--- config.mk ---
export PLATFORM = sky130hd
export DESIGN_NAME = audio_fifo_sched_flat
export DESIGN_NICKNAME = d
export VERILOG_FILES = /design/src/rtl/audio_pkg.sv /design/src/rtl/audio_fifo_sched_if.sv /design/src/rtl/audio_mix_sat.sv /design/src/rtl/audio_fifo_sched.sv /design/src/flat_wrapper.sv
export SDC_FILE = /design/constraint.sdc
export NUM_CORES = 1
export LEC_CHECK = 0
export ABC_AREA = 0
export BUFFER_PORTS_ARGS = -buffer_cell sky130_fd_sc_hd__clkbuf_2
export CAP_MARGIN = 30
export CORE_MARGIN = 8
export CORE_UTILIZATION = 46
export CTS_BUF_LIST = sky130_fd_sc_hd__clkbuf_8
export CTS_CLUSTER_DIAMETER = 120
export CTS_CLUSTER_SIZE = 14
export DETAILED_ROUTE_END_ITERATION = 12
export PLACE_DENSITY = 0.83
export RECOVER_POWER = 100
export SLEW_MARGIN = 20
export SYNTH_ARGS = -nofsm -noshare
export SYNTH_HDL_FRONTEND = slang
export SYNTH_HIERARCHICAL = 1
export SYNTH_SLANG_ARGS = --single-unit
--- constraint.sdc ---
create_clock -name clk -period 1.5 [get_ports clk]
set_input_delay 0.3 -clock clk [delete_from_list [all_inputs] [get_ports clk]]
set_output_delay 0.3 -clock clk [all_outputs]
set_load 0.02 [all_outputs]
--- src/rtl/audio_pkg.sv ---
// Shared types and helpers for the audio FIFO scheduler and its mixing datapath.
package audio_pkg;

   typedef enum logic [2:0] {
      IDLE,
      POLL,
      POLL_WAIT,
      COLLECT,
      WRITE
   } state_t;

   localparam int         DEFAULT_FIFO_DEPTH = 256;
   localparam logic [2:0] LEVEL_ADDR         = 3'd0;

   // Overflow shows up as a disagreement between the two top bits of the 17-bit sum.
   function automatic logic signed [15:0] sat16(input logic signed [15:0] a,
                                                input logic signed [15:0] b);
      logic signed [16:0] sum;
      sum = {a[15], a} + {b[15], b};
      if (sum[16] != sum[15]) begin
         return sum[16] ? 16'sh8000 : 16'sh7FFF;
      end
      return sum[15:0];
   endfunction

endpackage

--- src/rtl/audio_fifo_sched_if.sv ---
// Avalon-MM bundle toward the audio FIFO: data write slave plus CSR read slave.
interface audio_fifo_sched_if;
   logic        fifo_address;
   logic        fifo_write;
   logic [31:0] fifo_writedata;
   logic        fifo_waitrequest;
   logic [2:0]  csr_address;
   logic        csr_read;
   logic [31:0] csr_readdata;

   modport master (
      output fifo_address, fifo_write, fifo_writedata, csr_address, csr_read,
      input  fifo_waitrequest, csr_readdata
   );

   modport slave (
      input  fifo_address, fifo_write, fifo_writedata, csr_address, csr_read,
      output fifo_waitrequest, csr_readdata
   );
endinterface

--- src/rtl/audio_mix_sat.sv ---
// Combinational 16+16 -> 16 saturating adder; kept standalone so volume scaling can reuse it.
module audio_mix_sat
   import audio_pkg::*;
(
   input  logic signed [15:0] a,
   input  logic signed [15:0] b,
   output logic signed [15:0] y
);
   assign y = sat16(a, b);
endmodule

--- src/rtl/audio_fifo_sched.sv ---
// Mixes music and sfx samples into the audio FIFO, gated by credits derived from
// the polled FIFO fill level so a write can never overflow it.
module audio_fifo_sched #(
   parameter int         FIFO_DEPTH = audio_pkg::DEFAULT_FIFO_DEPTH,
   parameter int         MARGIN     = 4,
   parameter logic [2:0] LEVEL_ADDR = audio_pkg::LEVEL_ADDR,
   parameter int         CW         = 9
) (
   input  logic                clk,
   input  logic                reset_n,
   input  logic                enable,
   input  logic signed [15:0]  mus_data,
   input  logic                mus_valid,
   output logic                mus_ready,
   input  logic signed [15:0]  sfx_data,
   input  logic                sfx_valid,
   output logic                sfx_ready,
   audio_fifo_sched_if.master  av,
   output logic [CW-1:0]       credits,
   output logic                busy
);
   import audio_pkg::*;

   localparam logic [CW-1:0] LIMIT = CW'(FIFO_DEPTH - MARGIN);

   state_t             state_reg;
   logic [CW-1:0]      credits_reg;
   logic signed [15:0] sample_reg;
   logic signed [15:0] sample_next;
   logic signed [15:0] mix;
   logic               csr_read_reg;
   logic [2:0]         csr_address_reg;
   logic               fifo_write_reg;
   logic               busy_reg;
   logic [CW-1:0]      lvl;
   logic               accept;
   logic [31:0]        writedata;
   logic               unused_level_bits;

   assign lvl               = av.csr_readdata[CW-1:0];
   assign unused_level_bits = ^av.csr_readdata[31:CW];

   // Ready must answer valid in the same cycle, so it is decoded from the state register.
   assign accept    = (state_reg == COLLECT) && enable && (mus_valid || sfx_valid);
   assign mus_ready = accept && mus_valid;
   assign sfx_ready = accept && sfx_valid;

   audio_mix_sat u_mix (
      .a (mus_data),
      .b (sfx_data),
      .y (mix)
   );

   always_comb begin
      sample_next = sample_reg;
      if (mus_ready && sfx_ready) begin
         sample_next = mix;
      end else if (mus_ready) begin
         sample_next = mus_data;
      end else if (sfx_ready) begin
         sample_next = sfx_data;
      end
   end

   always_ff @(posedge clk or negedge reset_n) begin
      if (!reset_n) begin
         state_reg       <= IDLE;
         credits_reg     <= '0;
         sample_reg      <= '0;
         csr_read_reg    <= 1'b0;
         csr_address_reg <= '0;
         fifo_write_reg  <= 1'b0;
         busy_reg        <= 1'b0;
      end else begin
         case (state_reg)
            IDLE: begin
               if (enable) begin
                  state_reg       <= POLL;
                  csr_read_reg    <= 1'b1;
                  csr_address_reg <= LEVEL_ADDR;
                  busy_reg        <= 1'b1;
               end
            end
            POLL: begin
               csr_read_reg    <= 1'b0;
               csr_address_reg <= '0;
               if (enable) begin
                  state_reg <= POLL_WAIT;
               end else begin
                  state_reg <= IDLE;
                  busy_reg  <= 1'b0;
               end
            end
            POLL_WAIT: begin
               credits_reg <= (lvl >= LIMIT) ? '0 : LIMIT - lvl;
               if (!enable) begin
                  state_reg <= IDLE;
                  busy_reg  <= 1'b0;
               end else if (lvl >= LIMIT) begin
                  state_reg       <= POLL;
                  csr_read_reg    <= 1'b1;
                  csr_address_reg <= LEVEL_ADDR;
               end else begin
                  state_reg <= COLLECT;
               end
            end
            COLLECT: begin
               if (!enable) begin
                  state_reg <= IDLE;
                  busy_reg  <= 1'b0;
               end else if (accept) begin
                  sample_reg     <= sample_next;
                  fifo_write_reg <= 1'b1;
                  state_reg      <= WRITE;
               end
            end
            WRITE: begin
               if (!av.fifo_waitrequest) begin
                  fifo_write_reg <= 1'b0;
                  credits_reg    <= credits_reg - CW'(1);
                  if (!enable) begin
                     state_reg <= IDLE;
                     busy_reg  <= 1'b0;
                  end else if (credits_reg == CW'(1)) begin
                     state_reg       <= POLL;
                     csr_read_reg    <= 1'b1;
                     csr_address_reg <= LEVEL_ADDR;
                  end else begin
                     state_reg <= COLLECT;
                  end
               end
            end
            default: begin
               state_reg <= IDLE;
               busy_reg  <= 1'b0;
            end
         endcase
      end
   end

   // Left and right channels carry the same mono sample.
   for (genvar gi = 0; gi < 2; gi++) begin : g_lane
      assign writedata[gi*16 +: 16] = sample_reg;
   end

   assign av.fifo_address   = 1'b0;
   assign av.fifo_write     = fifo_write_reg;
   assign av.fifo_writedata = writedata;
   assign av.csr_read       = csr_read_reg;
   assign av.csr_address    = csr_address_reg;
   assign credits           = credits_reg;
   assign busy              = busy_reg;

   a_write_needs_credit: assert property (@(posedge clk) disable iff (!reset_n)
      fifo_write_reg |-> (credits_reg != '0));

endmodule

--- src/flat_wrapper.sv ---
// flat-port wrapper written by rule: the top's interface ports become plain ports
module audio_fifo_sched_flat import audio_pkg::*;
#(
   parameter int         FIFO_DEPTH = audio_pkg::DEFAULT_FIFO_DEPTH,
   parameter int         MARGIN     = 4,
   parameter logic [2:0] LEVEL_ADDR = audio_pkg::LEVEL_ADDR,
   parameter int         CW         = 9
)
  (clk, reset_n, enable, mus_data, mus_valid, mus_ready, sfx_data, sfx_valid, sfx_ready, credits, busy, av_fifo_address, av_fifo_write, av_fifo_writedata, av_csr_address, av_csr_read, av_fifo_waitrequest, av_csr_readdata);
  audio_fifo_sched_if av_i ();
  input  logic clk;
  input  logic reset_n;
  input  logic enable;
  input  logic signed [15:0] mus_data;
  input  logic mus_valid;
  output logic mus_ready;
  input  logic signed [15:0] sfx_data;
  input  logic sfx_valid;
  output logic sfx_ready;
  output logic [CW-1:0] credits;
  output logic busy;
  output wire logic [$bits(av_i.fifo_address)-1:0] av_fifo_address;
  output wire logic [$bits(av_i.fifo_write)-1:0] av_fifo_write;
  output wire logic [$bits(av_i.fifo_writedata)-1:0] av_fifo_writedata;
  output wire logic [$bits(av_i.csr_address)-1:0] av_csr_address;
  output wire logic [$bits(av_i.csr_read)-1:0] av_csr_read;
  input wire logic [$bits(av_i.fifo_waitrequest)-1:0] av_fifo_waitrequest;
  input wire logic [$bits(av_i.csr_readdata)-1:0] av_csr_readdata;
  assign av_fifo_address = av_i.fifo_address;
  assign av_fifo_write = av_i.fifo_write;
  assign av_fifo_writedata = av_i.fifo_writedata;
  assign av_csr_address = av_i.csr_address;
  assign av_csr_read = av_i.csr_read;
  assign av_i.fifo_waitrequest = av_fifo_waitrequest;
  assign av_i.csr_readdata = av_csr_readdata;
  audio_fifo_sched #(.FIFO_DEPTH(FIFO_DEPTH), .MARGIN(MARGIN), .LEVEL_ADDR(LEVEL_ADDR), .CW(CW)) u_core (.clk(clk), .reset_n(reset_n), .enable(enable), .mus_data(mus_data), .mus_valid(mus_valid), .mus_ready(mus_ready), .sfx_data(sfx_data), .sfx_valid(sfx_valid), .sfx_ready(sfx_ready), .av(av_i), .credits(credits), .busy(busy));
endmodule
; ---- Word level (Yosys, flattened, before mapping)
; Index checks and enable logic that the tools add are counted.
; Widths: inputs -> output; s select.
[op_classes]
eq_ne = 15
reduce_logical = 18
magnitude_cmp = 1
addsub = 3
mux = 41
[ops]
columns = operator, count
row1 = $mux 16, 6
row2 = $mux 3, 12
row3 = $mux 9, 2
row4 = $pmux 9 s2, 1
row5 = $add 16x16->17, 1
row6 = $pmux 3 s5, 1
row7 = $mux 1, 12
row8 = $pmux 3 s4, 1
row9 = $ne 2x2->1 const B, 5
row10 = $eq 9x1->1 const B, 1
row11 = $ge 9x8->1 const B, 1
row12 = $sub 8x9->9 const A, 1
row13 = $sub 9x1->9 const B, 1
row14 = $reduce_and 4->1, 2
row15 = $reduce_and 7->1, 1
row16 = $eq 3x2->1 const B, 2
row17 = $mux 2, 3
row18 = $ne 2x1->1 const B, 3
row19 = $logic_and 1x1->1, 5
row20 = $pmux 1 s4, 1
row21 = $reduce_and 2->1, 2
row22 = $reduce_bool 2->1, 2
row23 = $reduce_bool 4->1, 1
row24 = $eq 3x1->1 const B, 1
row25 = 10 further kinds, 10
[word_totals]
word_cells = 85
ff_bits = 34
inputBits = 70
output_inout_bits = 50

; ---- Longest topological paths before layout
[logic_depth]
ltp_word = 7
ltp_mapped = 14
ltp_nobuf = 13

; ---- Cells and area by module
; Netlist, hierarchy kept.
[modules_own_cells]
columns = module, cells_each, area_each_um2, seq_area_each_um2, instances
row1 = audio_fifo_sched, 243, 2204.6, 775.7, 1
row2 = audio_mix_sat, 120, 932.1, 0.0, 1

; ---- Worst setup path after synthesis
; Ideal clock, no wire load.
[synth_timing]
path_type = input port to flip-flop
from = in mus_data[4]
to = reg u_core.sample_reg[14]
n_path_buf = 2
arrival_time_ns = 2.656
cell_stages = 13
slack_ns = -1.290
setup_time_ns = 0.133
cell_sequence = ha_1 a21o_1 a31o_1 a22o_4 a311o_1 and4_1 buf_6 nand2_2 buf_6 o21ai_2 mux2_2 mux2i_1 o21ai_0
[synth_via]
elab_chain_cells = 5
elab_cells_between_ends = 7
cone_classes = add/sub (1) / eq/ne (1) / mux (5)
[synth_lines]
columns = element, line_no
row1 = from (decl), flat_wrapper.sv:14  ; input logic signed [15:0] mus_data;
row2 = $add 16x16->17 (*), audio_pkg.sv:19  ; sum = {a[15], a} + {b[15], b};
row3 = $mux 16 or $ne 1x1->1 (tied branches), "audio_pkg.sv:21, audio_pkg.sv:20"
row4 = $mux 16 or $mux 1 (tied branches), audio_pkg.sv:20  ; if (sum[16] != sum[15]) begin
row5 = $mux 16 (*), audio_pkg.sv:23  ; return sum[15:0];
row6 = named net u_core.mix[14], audio_fifo_sched.sv:30  ; logic signed [15:0] mix;
row7 = $mux 16 (*), audio_fifo_sched.sv:56  ; if (mus_ready && sfx_ready) begin
row8 = to (signal assigned), audio_fifo_sched.sv:112  ; sample_reg <= sample_next;
row9 = to (decl), audio_fifo_sched.sv:28  ; logic signed [15:0] sample_reg;
; The timed path passes the listed nets; every way through them passes the cells marked *. The select of a mux whose other input is x is not followed.
; A chain may end at the register's enable or synchronous reset.

; ---- Worst setup path in the final report
[layout_timing]
from = in mus_data[9]
to = reg u_core.sample_reg[8]
; Same word-level chain as after synthesis.

==> results.toml <==
[outcome]
outcome = "finished, violations left"
violations = "setup timing"

[drt]
drt-total-wl_mm = 12.0
vias = 3610
viasPerCell = 5.79
drt_iter0_drc = 196
drc = 0
antenna_left = 0
wl_per_cell_um = 19.2
dr.pass1.iters = 5

[logic_synthesis]
synth_xor_area_share_pct = 4.47
async_flop_share_pct = 100
synth_ff_type = "dfrtp_1"
syn_area_per_cell_um2 = 8.64
yosysUniqueCellTypes = 64
synth_seq_cells = 31
netlist_instances = 363
synth_compound_area_share_pct = 21.9
synthAdderAreaFrac_pct = 9.65
synth_simple_gate_area_share_pct = 19.1
netlist_area_um2 = 3140
synth_edf_count = 0
yosys-mux-area-fraction_pct = 11.2
ys_warn_count = 6
synth_top_family_by_area = "compound AO/OA/AOI/OAI gates"
ys_seq_area_share_pct = 24.7

[placed_design]
port_buffers = 92
dp_hpwl_mm = 8.04
routabilityCongestion = 0.976

[floorplanning]
die_area_um2 = 9720
pin_count = 120
core_area_um2 = 6680
die_y_um = 98.6
die_w_um = 98.6
initial_core_util_pct = 46.9
rows = 30

[global_routing]
grt.total_usage_pct = 22.5
grt_pass1_wl_mm = 17.9
grt_overflow_total = 0
grt.met2_usage_pct = 40.9
grtUsageMet1_pct = 23.5
grtUsageMet3_pct = 4.02
grt_antenna_before_repair = 0
grt_pass1_vias = 3699
grt_max_degree = 33
top_usage_layer = "met2"

[worst_setup_path]
path_class = "in -> reg"
cp_cell_sequence = "clkbuf_2, ha_1, buf_4, a21oi_2, o21a_1, o21a_1, a2bb2oi_1, nand2_4, nor2_8, buf_12, o21ai_4, mux2_4, mux2i_2, o21ai_1"
startpoint = "mus_data[9]"
timing.rr.end = "u_core/credits[2]"
worstSetupEndpointType = "flip-flop"
r2r_cells = 6
worst_path_max_delay_cell = "ha_1"
endpoint = "u_core/sample_reg[8]"
worstPathRequired_ns = 1.67
cp-start-kind = "input pin"
max_stage_delay_ns = 0.30
path_max_fanout = 8
reg2reg_slack_ns = -0.12
worstPathArrival_ns = 2.71
crit_top_cell = "o21a_1"
r2r_start = "u_core/state_reg[2]"

[clocking]
cts_tree = "built"
clkLatencyLatePin_ns = 0.29
ctsLongestPathBuffers = 2
cts-root-buf = "clkbuf_8"
cts_made_buffers = 5
htreeDepth = 2
clkSlewWorstSetupHoldPaths_ns = 0.08
clkSinkCount = 31

[cells_and_area]
areaGrowthSynthToFinish_pct = 56.4
layout_common_cells = "90 x buf_4, 45 x clkbuf_1, 43 x clkbuf_2, 36 x nand2_1, 28 x dfrtp_1"
nets = 632
mostFrequentLayoutCell = "buf_4"
utilization_pct = 73.4
drive_above_1_share_pct = 47.7
antenna_cells = 0
largest_reg_flops = 16

[pwr]
power_density_nw_per_um2 = 1040
p_leak_uw = 0.00231
p_sw_uw = 2440
p_int_uw = 2680
p_seq_share_pct = 26.0
swShare_pct = 47.7
combPwrFrac_pct = 60.5
power_uw = 5120
clkPwrFrac_pct = 13.5
peakVddDrop_mv = 0.455

[sta]
fin_crit_sh_pct = 169
worst_pin_slew_ns = 0.826
period_needed_ns = 2.54
max_freq_ghz = 0.394
setup_viol = 29
clock-skew-final_ns = 0.00598
drv_slew = 0
grt_setup_unrepaired = "true"
relSlewSlack_pct = 45.0
layout_setup_ws_ns = -1.04
finalHoldViolCount = 0

[worst_hold_path]
holdCritPathClass = "in -> reg"

[job]
drv_cap = 0
-- worst max-delay path: cells and delay by family --
kind | cells | cell delay, ns
AOI/OAI and AO/OA | 6 | 0.88
muxes | 2 | 0.44
and+or+nand+nor | 2 | 0.38
adders and majority gates | 1 | 0.30
buffers and inverters | 3 | 0.40
-- worst min path at each step --
stage | from | slack (ns) | end | depth (start not counted)
2_1_floorplan | reset_n | 0.004 | u_core/av.csr_read | 0
3_3_place_gp | reset_n | 0.24 | u_core/credits[3] | 1
3_5_place_dp | reset_n | 0.25 | u_core/credits[3] | 1
4_1_cts | enable | 0.33 | u_core/state_reg[0] | 2
5_1_grt | sfx_data[0] | 0.33 | u_core/sample_reg[0] | 3
6_report | sfx_data[0] | 0.32 | u_core/sample_reg[0] | 3
-- cell type report --
type / instances / area [um^2]
clock buffers: 5 / 68.8
clock inverters: 3 / 23.8
fillers: 478 / 1770
inverters: 14 / 52.6
multi-input cells: 288 / 2470
flip-flops and latches: 31 / 779
well taps: 80 / 100
repair buffers: 202 / 1410
-- synth_stat cells, drive strengths merged, types with 3 or more instances --
| library cell | number | area [um^2] |
|---|---|---|
| a211oi | 3 | 35.0 |
| a21o | 4 | 30.0 |
| a21oi | 17 | 85.1 |
| buf | 29 | 211 |
| clkbuf | 4 | 15.0 |
| dfrtp | 31 | 776 |
| ha | 19 | 238 |
| inv | 14 | 52.6 |
| maj3 | 4 | 45.0 |
| mux2 | 17 | 191 |
| mux2i | 16 | 160 |
| nand2 | 41 | 159 |
| nand3 | 8 | 40.0 |
| nand3b | 3 | 22.5 |
| nand4 | 3 | 18.8 |
| nor2 | 20 | 91.3 |
| nor2b | 4 | 25.0 |
| nor3 | 6 | 30.0 |
| o2111ai | 3 | 26.3 |
| o211ai | 4 | 30.0 |
| o21a | 4 | 30.0 |
| o21ai | 47 | 269 |
| or3 | 4 | 25.0 |
| or3b | 4 | 35.0 |
| xnor2 | 9 | 78.8 |
| xor2 | 7 | 61.3 |
-- per-layer routing --
metal  vias up  share of wire (%)
met2       167                 52
li1       1667                  -
met4         0                5.0
met3        56                5.4
met1      1720                 37
met5         -                  0
-- metrics by stage --
stage / instances / hold WS (ns) / setup WS [ns] / setup TNS, ns / instance area, um^2
2_1_floorplan: 366 / 0.00441 / -1.04 / -16.30 / 3210
3_3_place_gp: 598 / 0.245 / -1.31 / -21.08 / 4300
3_5_place_dp: 598 / 0.249 / -1.46 / -23.38 / 4300
4_1_cts: 616 / 0.329 / -0.932 / -15.07 / 4670
5_1_grt: 623 / 0.325 / -1.12 / -19.72 / 4910
6_report: 623 / 0.323 / -1.04 / -16.73 / 4910
-- cells by family after synthesis --
logic type / Yosys count
simple gates: 109
compound gates: 102
buf+inv: 47
mux: 33
flops: 31
fa+ha+maj: 24
xor+xnor: 16
other cells: 1
-- power groups by stage --
stage	sequential, uW	clock (uW)	combinational [uW]
after detailed placement	1340	0	2730
after CTS	1330	705	2890
after floorplan	1640	0	1470
final	1330	693	3090
after global routing	1360	744	3290
after global placement	1330	0	2650
-- timing repair --
action,CTS,global route
hold endpoints to repair,14,0
setup endpoints to repair,29,29
buffers inserted,9,7
gates cloned,0,1
pin swaps,27,29
gates resized for setup,48,65
hold buffers,1,0
(Power assumes the default switching activity.)
